<file path="src/rtl/intt_stream_ctrl_pkg.sv">
// Shared types and constants for the INTT streaming wrapper.
// Holds coefficient/address widths, modulus and FSM state encoding.
package intt_stream_ctrl_pkg;

  localparam int N_COEF = 256;
  localparam int Q      = 8380417;
  localparam int ADDR_W = 16;
  localparam int DATA_W = 24;

  typedef logic [ADDR_W-1:0] addr_t;
  typedef logic [DATA_W-1:0] coef_t;

  typedef enum logic [2:0] {
    S_IDLE,
    S_LOAD,
    S_START,
    S_WAIT,
    S_UNLOAD,
    S_FLUSH
  } state_t;

endpackage

</file>
<file path="src/rtl/intt_stream_ctrl_if.sv">
// Stream, memory-port and transform-control bundle of the INTT wrapper.
// master is the controller side, slave the environment side.
interface intt_stream_ctrl_if;
  import intt_stream_ctrl_pkg::*;

  logic  s_valid;
  coef_t s_data;
  logic  s_ready;
  logic  m_valid;
  coef_t m_data;
  logic  m_ready;
  logic  load_mem;
  addr_t A_load;
  coef_t D_load;
  logic  WEB_load;
  logic  start_NTT;
  logic  done_NTT;
  coef_t Q0;
  logic  busy;

  modport master (
    input  s_valid, s_data, m_ready,
    input  done_NTT, Q0,
    output s_ready, m_valid, m_data,
    output load_mem, A_load, D_load,
    output WEB_load, start_NTT, busy
  );

  modport slave (
    output s_valid, s_data, m_ready,
    output done_NTT, Q0,
    input  s_ready, m_valid, m_data,
    input  load_mem, A_load, D_load,
    input  WEB_load, start_NTT, busy
  );

endinterface

</file>
<file path="src/rtl/intt_stream_ctrl_coef_skid_fifo.sv">
// Two-entry coefficient FIFO between memory read data and the output stream.
// Accepts a push while full if the head is popped in the same cycle.
module coef_skid_fifo
  import intt_stream_ctrl_pkg::*;
(
  input  logic       clk,
  input  logic       rst_n,
  input  logic       push,
  input  coef_t      din,
  input  logic       pop,
  output coef_t      dout,
  output logic       valid,
  output logic [1:0] count
);

  coef_t e0, e1;
  logic  wp, rp;
  logic  do_push, do_pop;

  assign valid   = count != 2'd0;
  assign do_pop  = pop & valid;
  assign do_push = push & ((count != 2'd2) | do_pop);
  assign dout    = !valid ? '0 : (rp ? e1 : e0);

  always_ff @(posedge clk or negedge rst_n) begin
    if (!rst_n) begin
      e0    <= '0;
      e1    <= '0;
      wp    <= 1'b0;
      rp    <= 1'b0;
      count <= 2'd0;
    end else begin
      if (do_push) begin
        if (wp) e1 <= din;
        else    e0 <= din;
        wp <= ~wp;
      end
      if (do_pop) rp <= ~rp;
      count <= count + {1'b0, do_push}
                     - {1'b0, do_pop};
    end
  end

endmodule

</file>
<file path="src/rtl/intt_stream_ctrl.sv">
// Streams a polynomial into memory, kicks the INTT, then streams it out.
// Read issue is throttled so the 2-entry FIFO can never overflow.
module intt_stream_ctrl
  import intt_stream_ctrl_pkg::*;
#(
  parameter int    N_COEF    = intt_stream_ctrl_pkg::N_COEF,
  parameter addr_t BASE_ADDR = 16'h0000
) (
  input  logic               clk,
  input  logic               rst_n,
  intt_stream_ctrl_if.master bus
);

  localparam addr_t LAST = addr_t'(N_COEF - 1);

  state_t     state, state_nx;
  addr_t      idx, ridx;
  logic       inflight;
  logic       accept, issue, pop;
  logic       in_last, rd_last;
  logic       fifo_valid;
  logic [1:0] occ;
  logic [2:0] fill;
  coef_t      fifo_dout;

  logic  load_mem, web, start;
  addr_t a_load;
  coef_t d_load;

  assign in_last = idx == LAST;
  assign rd_last = ridx == LAST;
  assign pop     = fifo_valid & bus.m_ready;

  assign accept = rst_n & bus.s_valid
                & (state == S_IDLE
                 | state == S_LOAD);

  // Credit check counts this cycle's pop so
  // reads can stream back to back.
  assign fill  = {1'b0, occ}
               + {2'b00, inflight}
               - {2'b00, pop};
  assign issue = (state == S_UNLOAD)
               && (fill < 3'd2);

  always_ff @(posedge clk or negedge rst_n) begin
    if (!rst_n) begin
      state    <= S_IDLE;
      idx      <= '0;
      ridx     <= '0;
      inflight <= 1'b0;
    end else begin
      state    <= state_nx;
      inflight <= issue;
      if (accept)
        idx <= in_last ? '0 : idx + 1'b1;
      if (issue)
        ridx <= rd_last ? '0 : ridx + 1'b1;
    end
  end

  always_comb begin
    state_nx = state;
    load_mem = 1'b0;
    web      = 1'b1;
    start    = 1'b0;
    a_load   = '0;
    d_load   = '0;
    unique case (state)
      S_IDLE: begin
        if (accept) begin
          load_mem = 1'b1;
          web      = 1'b0;
          a_load   = BASE_ADDR + idx;
          d_load   = bus.s_data;
          state_nx = in_last ? S_START : S_LOAD;
        end
      end
      S_LOAD: begin
        load_mem = 1'b1;
        a_load   = BASE_ADDR + idx;
        if (accept) begin
          web    = 1'b0;
          d_load = bus.s_data;
          if (in_last) state_nx = S_START;
        end
      end
      S_START: begin
        start    = 1'b1;
        state_nx = S_WAIT;
      end
      S_WAIT: begin
        if (bus.done_NTT) state_nx = S_UNLOAD;
      end
      S_UNLOAD: begin
        load_mem = 1'b1;
        a_load   = BASE_ADDR + ridx;
        if (issue && rd_last)
          state_nx = S_FLUSH;
      end
      S_FLUSH: begin
        load_mem = 1'b1;
        if (!fifo_valid && !inflight)
          state_nx = S_IDLE;
      end
      default: state_nx = S_IDLE;
    endcase
  end

  coef_skid_fifo u_fifo (
    .clk   (clk),
    .rst_n (rst_n),
    .push  (inflight),
    .din   (bus.Q0),
    .pop   (pop),
    .dout  (fifo_dout),
    .valid (fifo_valid),
    .count (occ)
  );

  assign bus.s_ready   = rst_n
                       & (state == S_IDLE
                        | state == S_LOAD);
  assign bus.m_valid   = fifo_valid;
  assign bus.m_data    = fifo_dout;
  assign bus.load_mem  = load_mem;
  assign bus.A_load    = a_load;
  assign bus.D_load    = d_load;
  assign bus.WEB_load  = web;
  assign bus.start_NTT = start;
  assign bus.busy      = state != S_IDLE;

endmodule

</file>
<file path="src/flat_wrapper.sv">
// flat-port wrapper written by rule: the top's interface ports become plain ports
module intt_stream_ctrl_flat import intt_stream_ctrl_pkg::*;
#(
  parameter int    N_COEF    = intt_stream_ctrl_pkg::N_COEF,
  parameter addr_t BASE_ADDR = 16'h0000
)
  (clk, rst_n, bus_s_valid, bus_s_data, bus_m_ready, bus_done_NTT, bus_Q0, bus_s_ready, bus_m_valid, bus_m_data, bus_load_mem, bus_A_load, bus_D_load, bus_WEB_load, bus_start_NTT, bus_busy);
  intt_stream_ctrl_if bus_i ();
  input  logic clk;
  input  logic rst_n;
  input wire logic [$bits(bus_i.s_valid)-1:0] bus_s_valid;
  input wire logic [$bits(bus_i.s_data)-1:0] bus_s_data;
  input wire logic [$bits(bus_i.m_ready)-1:0] bus_m_ready;
  input wire logic [$bits(bus_i.done_NTT)-1:0] bus_done_NTT;
  input wire logic [$bits(bus_i.Q0)-1:0] bus_Q0;
  output wire logic [$bits(bus_i.s_ready)-1:0] bus_s_ready;
  output wire logic [$bits(bus_i.m_valid)-1:0] bus_m_valid;
  output wire logic [$bits(bus_i.m_data)-1:0] bus_m_data;
  output wire logic [$bits(bus_i.load_mem)-1:0] bus_load_mem;
  output wire logic [$bits(bus_i.A_load)-1:0] bus_A_load;
  output wire logic [$bits(bus_i.D_load)-1:0] bus_D_load;
  output wire logic [$bits(bus_i.WEB_load)-1:0] bus_WEB_load;
  output wire logic [$bits(bus_i.start_NTT)-1:0] bus_start_NTT;
  output wire logic [$bits(bus_i.busy)-1:0] bus_busy;
  assign bus_i.s_valid = bus_s_valid;
  assign bus_i.s_data = bus_s_data;
  assign bus_i.m_ready = bus_m_ready;
  assign bus_i.done_NTT = bus_done_NTT;
  assign bus_i.Q0 = bus_Q0;
  assign bus_s_ready = bus_i.s_ready;
  assign bus_m_valid = bus_i.m_valid;
  assign bus_m_data = bus_i.m_data;
  assign bus_load_mem = bus_i.load_mem;
  assign bus_A_load = bus_i.A_load;
  assign bus_D_load = bus_i.D_load;
  assign bus_WEB_load = bus_i.WEB_load;
  assign bus_start_NTT = bus_i.start_NTT;
  assign bus_busy = bus_i.busy;
  intt_stream_ctrl #(.N_COEF(N_COEF), .BASE_ADDR(BASE_ADDR)) u_core (.clk(clk), .rst_n(rst_n), .bus(bus_i));
endmodule
</file>
<file path="config.mk">
export PLATFORM = sky130hd
export DESIGN_NAME = intt_stream_ctrl_flat
export DESIGN_NICKNAME = d
export VERILOG_FILES = /design/src/rtl/intt_stream_ctrl_pkg.sv /design/src/rtl/intt_stream_ctrl_if.sv /design/src/rtl/intt_stream_ctrl_coef_skid_fifo.sv /design/src/rtl/intt_stream_ctrl.sv /design/src/flat_wrapper.sv
export SDC_FILE = /design/constraint.sdc
export NUM_CORES = 1
export LEC_CHECK = 0
export CORE_MARGIN = 1
export CORE_UTILIZATION = 48
export CTS_CLUSTER_DIAMETER = 40
export DETAILED_ROUTE_END_ITERATION = 8
export PLACE_DENSITY = 0.8
export SLEW_MARGIN = 30
export SYNTH_ARGS = -nofsm -noshare
export SYNTH_HDL_FRONTEND = slang
export SYNTH_SLANG_ARGS = --single-unit
</file>
<file path="constraint.sdc">
create_clock -name clk -period 3.7 [get_ports clk]
set_input_delay 0.74 -clock clk [delete_from_list [all_inputs] [get_ports clk]]
set_output_delay 0.74 -clock clk [all_outputs]
set_load 0.05 [all_outputs]
</file>
# Yosys cells after proc, flatten, opt, wreduce, memory -nomap -nowiden
# Index checks and enable logic that the tools add are counted.
# word_totals
register_bits	88
input_bits	53
# classes
n_lt_le_gt_ge	1
mux	21
eq_ne	14
n_bitwise	10
n_reduce_logical	13
addsub	6
# op_table
cell	count
$mux W24	4
$mux W16	3
$pmux W16 S3	1
$add A16 B1 Y16 const B	2
$eq A16 B8 Y1 const B	2
$mux W3	6
$pmux W3 S6	1
$ne A2 B1 Y1 const B	4
$and A1 B1 Y1	6
$eq A3 B2 Y1 const B	2
$eq A3 B3 Y1 const B	2
$ne A2 B2 Y1 const B	3
$reduce_and A6 Y1	1
$mux W1	4
$reduce_and A2 Y1	2
$add A2 B1 Y3	1
$eq A3 B1 Y1 const B	1
$logic_and A1 B1 Y1	3
$logic_not A3 Y1	1
$lt A3 B2 Y1 const B	1
$reduce_bool A3 Y1	1
$reduce_or A3 Y1	1
$sub A3 B1 Y3	1
$add A2 B1 Y2	1
8 further kinds	11

# Logic depth before layout (Yosys ltp)
# Gate-level depths: netlist of the first run.
# depth
ltp_word	8
mapped_depth	11
ltp_nobuf	11

# Modules after synthesis
# Synthesis of the first run repeated with hierarchy kept, for this count alone.
# unflattened
cells_unflattened	410
area_unflattened_um2	4649.5
# modules_own_cells
module	seq_area_each_um2	instances	area_per_inst_um2	cells_each
coef_skid_fifo	1301.2	1	2446.1	172
intt_stream_ctrl	900.9	1	2203.4	238

# Worst setup path after synthesis of the first run
# No wires, ideal clock.
# synth_timing
kind	register to register
from	register u_core.u_fifo.count[1]
to	register u_core.ridx[9]
path_stages_with_launch	11
setup_time_ps	124
synth_period_minus_slack_ps	2841
arrival_time_ps	2717
setup_slack_ps	859
cell_sequence	dfrtp_1 nor2_1 nor2b_1 ha_1 nand2b_1 fa_1 xnor2_1 nand3_4 nor4_4 nand3_1 xnor2_1
# synth_via
elab_chain_len	5
# synth_rtl
element	line_no	source
from (decl)	intt_stream_ctrl_coef_skid_fifo.sv:13	output logic [1:0] count
from (signal assigned)	intt_stream_ctrl_coef_skid_fifo.sv:39	count <= count + {1'b0, do_push}
parallel branches: the longest is 2 deep, another holds $add A2 B1 Y3	-	
$sub A3 B1 Y3 *	intt_stream_ctrl.sv:42	- {2'b00, pop};
$lt A3 B2 Y1 *	intt_stream_ctrl.sv:44	&& (fill < 3'd2);
$logic_and A1 B1 Y1 *	intt_stream_ctrl.sv:44	
to (signal assigned)	intt_stream_ctrl.sv:58	ridx <= rd_last ? '0 : ridx + 1'b1;
to (decl)	intt_stream_ctrl.sv:17	addr_t idx, ridx;
# Mark *: on every way between the ends.
# A chain may end at the register's enable or synchronous reset.

# Final worst setup path of the first run
# layout_timing
from	input port bus_m_ready
to	register u_core.ridx[10]
# layout_via
elab_chain_len	4
# layout_rtl
element	line_no	source
from (decl)	flat_wrapper.sv:13	input wire logic [$bits(bus_i.m_ready)-1:0] bus_m_ready;
$and A1 B1 Y1	intt_stream_ctrl.sv:32	assign pop = fifo_valid & bus.m_ready;
$sub A3 B1 Y3	intt_stream_ctrl.sv:42	
$lt A3 B2 Y1	intt_stream_ctrl.sv:44	
$logic_and A1 B1 Y1	intt_stream_ctrl.sv:44	
named net u_core.issue	intt_stream_ctrl.sv:19	logic accept, issue, pop;
# The timed path passes the listed nets, and every way through them passes these cells.

==> flow_metrics.py, run 1 <==
metrics = {
    "setup_path": {
        "endpoint_kind": "flip-flop",
        "rrSetupSlack_ns": 0.85,
        "start_kind": "input port",
        "r2r_cells": 11,
        "critPathArrivalTime_ns": 3.44,
        "reg2reg_to": "u_core.ridx[10]$_DFFE_PN0P_",
        "cp_max_fo": 10,
        "crit_required_ns": 3.98,
        "worst-setup-path-type": "in2reg",
        "crit_start": "bus_m_ready",
        "reg2reg_from": "u_core.u_fifo.count[1]$_DFF_PN0_",
    },
    "place": {
        "port_buffers": 122,
        "dp.cells": 623,
        "dpl.hpwl_mm": 7.78,
        "place.gp.congestion": 0.811,
        "placed_area_um2": 6200,
    },
    "floorplan": {
        "rows": 34,
        "die-area_um2": 9690,
        "num_io_pins": 123,
        "start_util_pct": 50.5,
        "die_x_um": 98.5,
        "die-height_um": 98.5,
        "coreArea_um2": 8850,
    },
    "route": {
        "wl_mm": 10.6,
        "route.vias.total": 3487,
        "drc": 7,
        "avgViaCountPerCell": 5.46,
        "routedWlPerCell_um": 16.6,
        "drtIter0Drc": 162,
        "dr.pass1.iters": 8,
        "drtAntennaViolNets": 0,
    },
    "status": {
        "violations": "DRC",
        "status": "finished, violations left",
    },
    "yosys": {
        "async_reset_ff_share_pct": 100,
        "yosysTopAreaCell": "dfrtp_1",
        "synth.avg_cell_area_um2": 11.1,
        "ys_seq_area_share_pct": 49.3,
        "syn_nets": 463,
        "yosys.cell_types.count": 39,
        "synth-seq-cells": 88,
        "synth_cells": 404,
        "yosysTopAreaCellShare_pct": 49.3,
        "yosys_most_used_dff": "dfrtp_1",
        "synth_area_leaders": "dfrtp_1 (49%), mux2_2 (12%), mux2i_1 (5.4%)",
        "synth_edf_count": 0,
        "synth_warnings": 0,
        "synth_area_um2": 4470,
    },
    "power_and_ir_drop": {
        "power_frac_comb_pct": 46.9,
        "swShare_pct": 41.0,
        "power.total_uw": 4080,
        "seqPwrFrac_pct": 35.9,
        "p_leak_uw": 0.00295,
        "power_density_nw_per_um2": 637,
        "p_sw_uw": 1670,
        "p_int_uw": 2410,
        "vdd_ir_drop_max_mv": 0.385,
        "power_frac_clock_pct": 17.3,
    },
    "clocking": {
        "cts_setup_buffers": 0,
        "cts-root-buf": "clkbuf_8",
        "clkLatencyLatePin_ns": 0.36,
        "cts_hold_buf": 0,
        "cts.clk_slew.worst_paths_ns": 0.10,
        "cts_sinks": 88,
        "cts_tree": "built",
        "clockBufferDepth": 2,
        "cts_buffers": 9,
        "post_cts_resized": 0,
        "h-tree-depth": 3,
    },
    "sta": {
        "period_needed_ns": 3.16,
        "drv_slew": 0,
        "worst_slew_pin_slew_ns": 0.768,
        "hold_viol_final": 0,
        "final-setup-viol-count": 0,
        "rsz0062_at_grt": "false",
        "finClkSkew_ns": 0.0128,
        "fin_crit_sh_pct": 85.5,
        "tns_ns": 0,
        "max_freq_mhz": 316,
        "relSlewSlack_pct": 48.8,
    },
    "final_layout": {
        "area_growth_pct": 43.5,
        "final_common_cell": "dfrtp_1",
        "layout_common_cells": "dfrtp_1 (88), clkdlybuf4s50_1 (80), mux2_2 (48)",
        "antenna_cells": 0,
        "fin_util_pct": 72.4,
        "nets": 585,
        "finalNonFillerCells": 639,
        "drive_above_1_share_pct": 22.8,
        "final_area_um2": 6410,
    },
    "global_route": {
        "grt.total_usage_pct": 23.3,
        "overflow": 0,
        "first_global_vias": 3551,
        "grt_start_max_net_pins": 73,
        "antenna_found_initial": 0,
        "grt_pass1_wl_mm": 17.7,
    },
    "hold_path": {
        "hold_class": "in2async",
    },
    "job": {
        "drv_cap": 0,
    },
}
final cells by class:
class | instances | area (µm²)
Fill cell | 600 | 2440
Sequential cell | 88 | 2200
Multi-Input combinational cell | 289 | 2160
Timing Repair Buffer | 128 | 1670
Tap cell | 108 | 135
Clock buffer | 9 | 124
Clock inverter | 7 | 85.1
Inverter | 10 | 37.5
metrics by stage:
stage / worst slack [ns] / hold slack [ns]
after CTS: 0.530 / 0.227
after global routing: 0.378 / 0.230
after detailed placement: 0.129 / 0.461
final: 0.536 / 0.234
after global placement: 0.278 / 0.463
after floorplan: 0.859 / 0.444
worst max path at each step:
stage,end,slack (ns),cells past startpoint
6_report,u_core.ridx[10]$_DFFE_PN0P_,0.54,11
3_3_place_gp,u_core.ridx[9]$_DFFE_PN0P_,0.28,10
5_1_grt,u_core.ridx[10]$_DFFE_PN0P_,0.38,11
4_1_cts,u_core.ridx[9]$_DFFE_PN0P_,0.53,10
2_1_floorplan,u_core.ridx[9]$_DFFE_PN0P_,0.86,10
3_5_place_dp,u_core.ridx[9]$_DFFE_PN0P_,0.13,10
metal layers:
layer | share of wire [%] | GRT usage (%) | vias up | wire, µm
li1 | - | - | 1651 | -
met1 | 43 | 30.5 | 1682 | 4550
met2 | 49 | 38.6 | 142 | 5140
met3 | 7.3 | 5.25 | 12 | 771
met4 | 1.2 | 7.46 | 0 | 123
met5 | 0 | 0 | - | 0
kinds of logic (layout without fill, tap and decap cells):
family | after synthesis | count (layout) | share of synthesized area (%)
AOI/OAI and AO/OA | 42 | 42 | 6.86
xor gates and xnor gates | 28 | 28 | 5.49
adders and majority gates | 6 | 6 | 1.85
buffers and inverters | 27 | 154 | 2.44
DFF | 88 | 88 | 49.3
muxes | 72 | 72 | 17.5
and+or+nand+nor | 141 | 141 | 16.6
power by group through the flow:
stage / logic, µW / clock network (µW) / registers, µW
3_3_place_gp: 1890 / 0 / 1450
3_5_place_dp: 1920 / 0 / 1480
4_1_cts: 1930 / 716 / 1460
6_report: 1910 / 704 / 1460
2_1_floorplan: 1300 / 0 / 1420
5_1_grt: 2030 / 760 / 1510
critical path: stages:
cell and delay, ns:
clkdlybuf4s50_1 0.47, nor2b_1 0.26, ha_1 0.29, nand2b_1 0.16, fa_1 0.38, xnor2_1 0.30, nand3_4 0.17, inv_2 0.22
nand3_2 0.15, nor2_1 0.14, xor2_1 0.17
cells in the mapped netlist (2+ instances only):
master and count:
dfrtp_1 88, mux2_2 48, nor2_1 40, nand2_1 28, and2_1 27, mux2i_1 24, xnor2_1 23, a22o_1 17
nand3_1 15, clkbuf_1 11, inv_1 9, and3_1 8, o21ai_0 8, nor3_1 7, a21oi_1 6, buf_2 6
ha_1 5, nand4_1 5, xor2_1 5, a21o_1 3, nor4_1 2, o31ai_1 2
flip-flops by register name, summed over array words and instances, names as in the netlist:
| name | cells |
|---|---|
| u_core.u_fifo.e0 | 24 |
| u_core.u_fifo.rp | 1 |
| u_core.u_fifo.count | 2 |
| u_core.idx | 16 |
| u_core.state | 3 |
| u_core.u_fifo.wp | 1 |
| u_core.u_fifo.e1 | 24 |
| u_core.inflight | 1 |
| u_core.ridx | 16 |
Power figures use the tool's default switching activity.
==> run 2: changes to the inputs <==
Settings changed: CTS_CLUSTER_DIAMETER 40 to 150.
==> results of run 2 <==
Final layout, timing and power as in run 1 (identical DEF).
==> RTL edit 1 (config.mk and constraints of run 1) <==
Reset style: synchronous (`rst_n`), changed in 2 clocked blocks.
--- a/src/rtl/intt_stream_ctrl_coef_skid_fifo.sv
+++ b/src/rtl/intt_stream_ctrl_coef_skid_fifo.sv
@@ -22,7 +22,7 @@
   assign do_push = push & ((count != 2'd2) | do_pop);
   assign dout    = !valid ? '0 : (rp ? e1 : e0);
 
-  always_ff @(posedge clk or negedge rst_n) begin
+  always_ff @(posedge clk) begin
     if (!rst_n) begin
       e0    <= '0;
       e1    <= '0;
--- a/src/rtl/intt_stream_ctrl.sv
+++ b/src/rtl/intt_stream_ctrl.sv
@@ -43,7 +43,7 @@
   assign issue = (state == S_UNLOAD)
                && (fill < 3'd2);
 
-  always_ff @(posedge clk or negedge rst_n) begin
+  always_ff @(posedge clk) begin
     if (!rst_n) begin
       state    <= S_IDLE;
       idx      <= '0;
Function: differs if rst_n is asserted again (counterexample within 4 cycles, from zero or initial values and one cycle with rst_n low); with rst_n held inactive, the same outputs for 10 cycles.
==> RTL edit 1 against run 1 <==
  * Wire length rose by 14%
  * Sequential cell count did not move
  * Count of clock-buffer cells in the layout did not move
  * Global-route usage is 2.2 points higher
  * Final area increased by 1.2%
  * Critical endpoint is now u_core.ridx[3]
  * Setup slack lost 0.31 ns
  * Synthesized cell count rose by 38%
  * Synthesized area grew 0.56%
Power is not compared: it rests on default switching activity, and its combinational part moved more than twofold at a synthesized area within 25%.
==> RTL edit 1: results (changes against run 1) <==
Status
  • Run status: completed

Cells and area
  • Final non-clock buffer share: 27.8% (+1.8 points)
  • Logic inverters: 9 (-1)
  • Nets: 733 (+25%)
  • Register area: 1760 sq um (-20%)
  • Multi-input gates: 424 (+47%)
  • Filler cells: 642 (+7.0%)
  • Fraction of area in multi-input gates: 39.4% (+5.7 points)
  • Share of layout cells above drive strength 1: 13.0% (-9.8 points)
  • Non-clk bufs: 142 (+11%)
  • Clock buf count: 9 (unchanged)
  • Clock network area share: 3.10% (-0.16 points)

Timing
  • Clock Skew: 0.0130 ns (+0.000155 ns)
  • Min Hold Slack: 0.466 ns (+0.232 ns)
  • Slew HR: 63.3% (+15 points)

Setup path
  • CP max FO: 15 (+5)
  • R2r startpoint: u_core.u_fifo.count[1]
  • Slowest-stage cell, CP: fa_1
  • Worst r2r path cells: 13 (+2)
  • FF-to-FF setup slack: 0.42 ns (-0.43 ns)
  • Crit path largest cell delay: 0.50 ns (+0.03 ns)
  • Worst r2r dst: u_core.ridx[3]
  • Worst path arrival time: 3.72 ns (+0.28 ns)

Detailed routing
  • Met1 wire length: 5.17 mm (+14%)
  • Initial DRC count: 290 (+79%)
  • DR WL/cell: 15.4 um (-7.3%)
  • Routed length on met3: 818 um (+6.1%)
  • DR vias: 4384 (+26%)
  • Met2 wire len: 5.93 mm (+15%)

Logic synthesis
  • Post-Synth XOR/XNOR Area: 3.87% (-1.6 points)
  • Post-Syn Nets: 616 (+33%)
  • Most frequent cells after synthesis: nand2_1 (117), dfxtp_1 (88), a21boi_0 (49)
  • Mux share of post-synthesis cell area: 5.35% (-12 points)
  • Ys async rst share: 0% (-100 points)
  • Synth top area cells: dfxtp_1 (39%), nand2_1 (9.8%), a21boi_0 (8.2%)
  • Synth Area in Compound Gates: 17.4% (+10 points)
  • Yosys cell types: 44 (+13%)
  • Seq/Total Area, Yosys: 39.2% (-10 points)
  • Post-Synth Adder-Cell Area: 1.84% (-0.010 points)
  • Ys flop type: dfxtp_1

Place
  • Placer Congestion: 0.863 (+6.5%)
  • Detail Placement HPWL: 8.57 mm (+10%)
  • Buffers on Ports: 122 (unchanged)

Global routing
  • Vias in the first global route: 4278 (+20%)
  • First-pass GRT wire length: 19.9 mm (+13%)
  • M1 GR Usage: 30.6% (+0.081 points)

Worst hold path
  • Worst Hold Class: reg2reg

Clocking
  • Root Driver: clkbuf_8
[RTL edit 1: metrics by stage]
stage	setup TNS, ns	setup slack (ns)	area, sq um	instances	util (%)
after floorplan	0	0.481	4490	557	-
after global placement	0	0.0645	6290	771	70.7
after detailed placement	-1.79	-0.138	6290	771	70.7
after CTS	0	0.248	6490	787	73.0
after global routing	0	0.0607	6490	787	73.0
final	0	0.225	6490	787	73.0
[RTL edit 1: power groups by stage]
stage	clock, mW	sequential [mW]	combinational [mW]
floorplan	0	0.993	0.342
global placement	0	1.01	0.567
detailed placement	0	1.01	0.576
CTS	0.693	0.987	0.580
global route	0.734	0.991	0.616
finish	0.688	0.989	0.577
[RTL edit 1: worst max-delay path, delay by kind of cell]
family                   cells  cell delay (ns)
AO/OA/AOI/OAI                2             0.27
adder cells (fa/ha/maj)      2             0.79
buffers and inverters        5             1.18
AND/OR/NAND/NOR              4             0.73
==> RTL edit 2 (config.mk and constraints of run 1) <==
Without the edit above. Set the package constant `ADDR_W` to 15 (it was 16).
--- a/src/rtl/intt_stream_ctrl_pkg.sv
+++ b/src/rtl/intt_stream_ctrl_pkg.sv
@@ -4,7 +4,7 @@
 
   localparam int N_COEF = 256;
   localparam int Q      = 8380417;
-  localparam int ADDR_W = 16;
+  localparam int ADDR_W = 15;
   localparam int DATA_W = 24;
 
   typedef logic [ADDR_W-1:0] addr_t;
Ports: changed (resized bus_A_load); port bits go from 123 to 122. The function was not compared with the original's and may differ.
==> RTL edit 2 against run 1 <==
  * The flow still finishes with violations (design-rule violations)
  * Final area shrank 5.0%
  * Die area shrank 0.53%
  * Non-clock buffer count grew 3
  * Largest cell class is now multi-input combinational cells
  * Largest power group unchanged
  * Register-to-register slack lost 0.07 ns
  * Wire length shrank 6.4%
  * Cell count shrank 1.3%
  * Clock power shrank 6.1%
  * Setup slack lost 0.012 ns
  * Synthesized area shrank 0.53%
  * Sequential cell count shrank 2
  * Power grew 6.4%
==> RTL edit 2: results (changes against run 1) <==
Clocking
  • Root Driver: clkbuf_8
  • CTS H-tree lvls: 3 (unchanged)
  • Post_cts resized: 0 (unchanged)
  • Post CTS Setup Buffer Count: 0 (unchanged)
  • Num CTS Buffers: 9 (unchanged)
  • Clock Path Buffers: 2 (unchanged)
  • Worst skew pair latency: 0.35 ns
  • Clk slew on worst S/H paths: 0.09 ns

Logic synthesis
  • Synth Area per Inst: 11.2 sq um (+1.7%)
  • Most frequent cells after synthesis: dfrtp_1 (86), nor2_1 (32), and2_1 (30)
  • Yosys cell types: 43 (+10%)
  • Ys async rst share: 100% (unchanged)
  • Ys flop type: dfrtp_1
  • Post-Syn Nets: 454 (-1.9%)
  • Seq/Total Area, Yosys: 48.5% (-0.86 points)
  • Ys Warns: 0 (unchanged)
  • Synth top area cells: dfrtp_1 (48%), mux2_2 (7.1%), mux2i_1 (5.6%)

Place
  • Placed Cells: 615 (-1.3%)
  • Placer Congestion: 0.865 (+6.7%)
  • Detail Placement HPWL: 7.11 mm (-8.6%)
  • Buffers on Ports: 121 (-0.82%)

Status
  • Failing checks: design-rule violations
  • Run status: finished, violations left

Timing
  • Clock Skew: 0.0107 ns (-0.00216 ns)
  • Slew HR: 55.1% (+6.3 points)

Detailed routing
  • DR WL/cell: 15.7 um (-5.2%)
  • Initial DRC count: 160 (-1.2%)
  • DRC viols: 9 (+2)
  • TritonRoute pass-1 iters: 8 (unchanged)
  • DR vias: 3444 (-1.2%)

Global routing
  • Largest net degree at the start of global routing: 36 (-51%)
  • Initial antenna violation count: 0 (unchanged)
  • First-pass GRT wire length: 16.6 mm (-6.2%)
  • All-Layer GR Usage: 21.6% (-1.7 points)
  • Vias in the first global route: 3555 (+0.11%)

Setup path
  • FF-to-FF setup slack: 0.78 ns (-0.07 ns)
  • Worst r2r path cells: 10 (-1)
  • CP max FO: 9 (-1)
  • CP startpoint: bus_s_valid
  • Worst r2r dst: u_core.ridx[8]
  • Crit path max-delay family: buffers and inverters
  • Worst path arrival time: 2.44 ns (-1.00 ns)
  • Slowest-stage cell, CP: clkdlybuf4s50_1
  • Crit path largest cell delay: 0.83 ns (+0.36 ns)
  • R2r startpoint: u_core.u_fifo.count[0]
  • Critical Path Sink: bus_WEB_load

Power and ir drop
  • P_leak: 2.83 nW (-4.2%)
  • Worst VDD drop: 536 uV (+39%)

Cells and area
  • Diode count: 0 (unchanged)
  • Layout Cells excl Fill: 631 (-1.3%)
  • Share of layout cells above drive strength 1: 19.9% (-2.9 points)
  • Filler cells: 668 (+11%)
  • Largest registers: u_core.u_fifo.e0 (24), u_core.u_fifo.e1 (24)
  • Nets: 577 (-1.4%)

Worst hold path
  • Worst Hold Class: in2async
-- RTL edit 2: changes by cell type after synthesis, sizes merged, moves of 3 or more --
cell and delta:
clkbuf -4, nand2 -14, buf +6, o21ai +4, and3 -3, and2 +3
or3 +4, nand3 -5, nand4 +3, xnor2 -5, and4 +5, nor2 -8
-- RTL edit 2: report_power, final --
part	leakage, nW	total [mW]	internal, mW	switching [mW]
logic	1.61	2.17	0.909	1.26
registers	1.13	1.51	1.25	0.253
clock network	0.0931	0.661	0.317	0.344
-- RTL edit 2: kinds of logic (layout without fill, tap and decap cells) --
kind of cell               after synthesis  after routing  share of synthesized area (%)
muxes                                   74             74                           18.1
and+or+nand+nor                        131            131                           16.5
xor gates and xnor gates                24             24                           4.73
AOI/OAI and AO/OA                       45             45                           7.41
buffers and inverters                   29            157                           3.01
adders and majority gates                6              6                           1.86
DFF                                     86             86                           48.5
-- RTL edit 2: metal layers --
layer	GRT usage (%)	up-vias	wire (um)
met1	28.1	1639	4340
li1	-	1654	-
met3	4.29	14	633
met2	36.2	137	4780
met5	0	-	0
met4	7.46	0	155
-- RTL edit 2: per-stage QoR --
step / cell area [sq um] / hold WS [ns] / worst slack (ns)
floorplan: 4440 / 0.444 / 0.639
global placement: 5890 / 0.466 / 0.402
detailed placement: 5890 / 0.474 / 0.284
CTS: 6090 / 0.269 / 0.538
global route: 6090 / 0.268 / 0.495
finish: 6090 / 0.266 / 0.524
-- RTL edit 2: cell type report --
type	count	area, sq um	share of cell area, %
clock buffers	10	128	2.10
clock inverters	6	71.3	1.17
inverters	10	37.5	0.616
multi-input cells	280	2170	35.6
flip-flops and latches	86	2150	35.3
well taps	108	135	2.22
repair buffers	131	1400	22.9
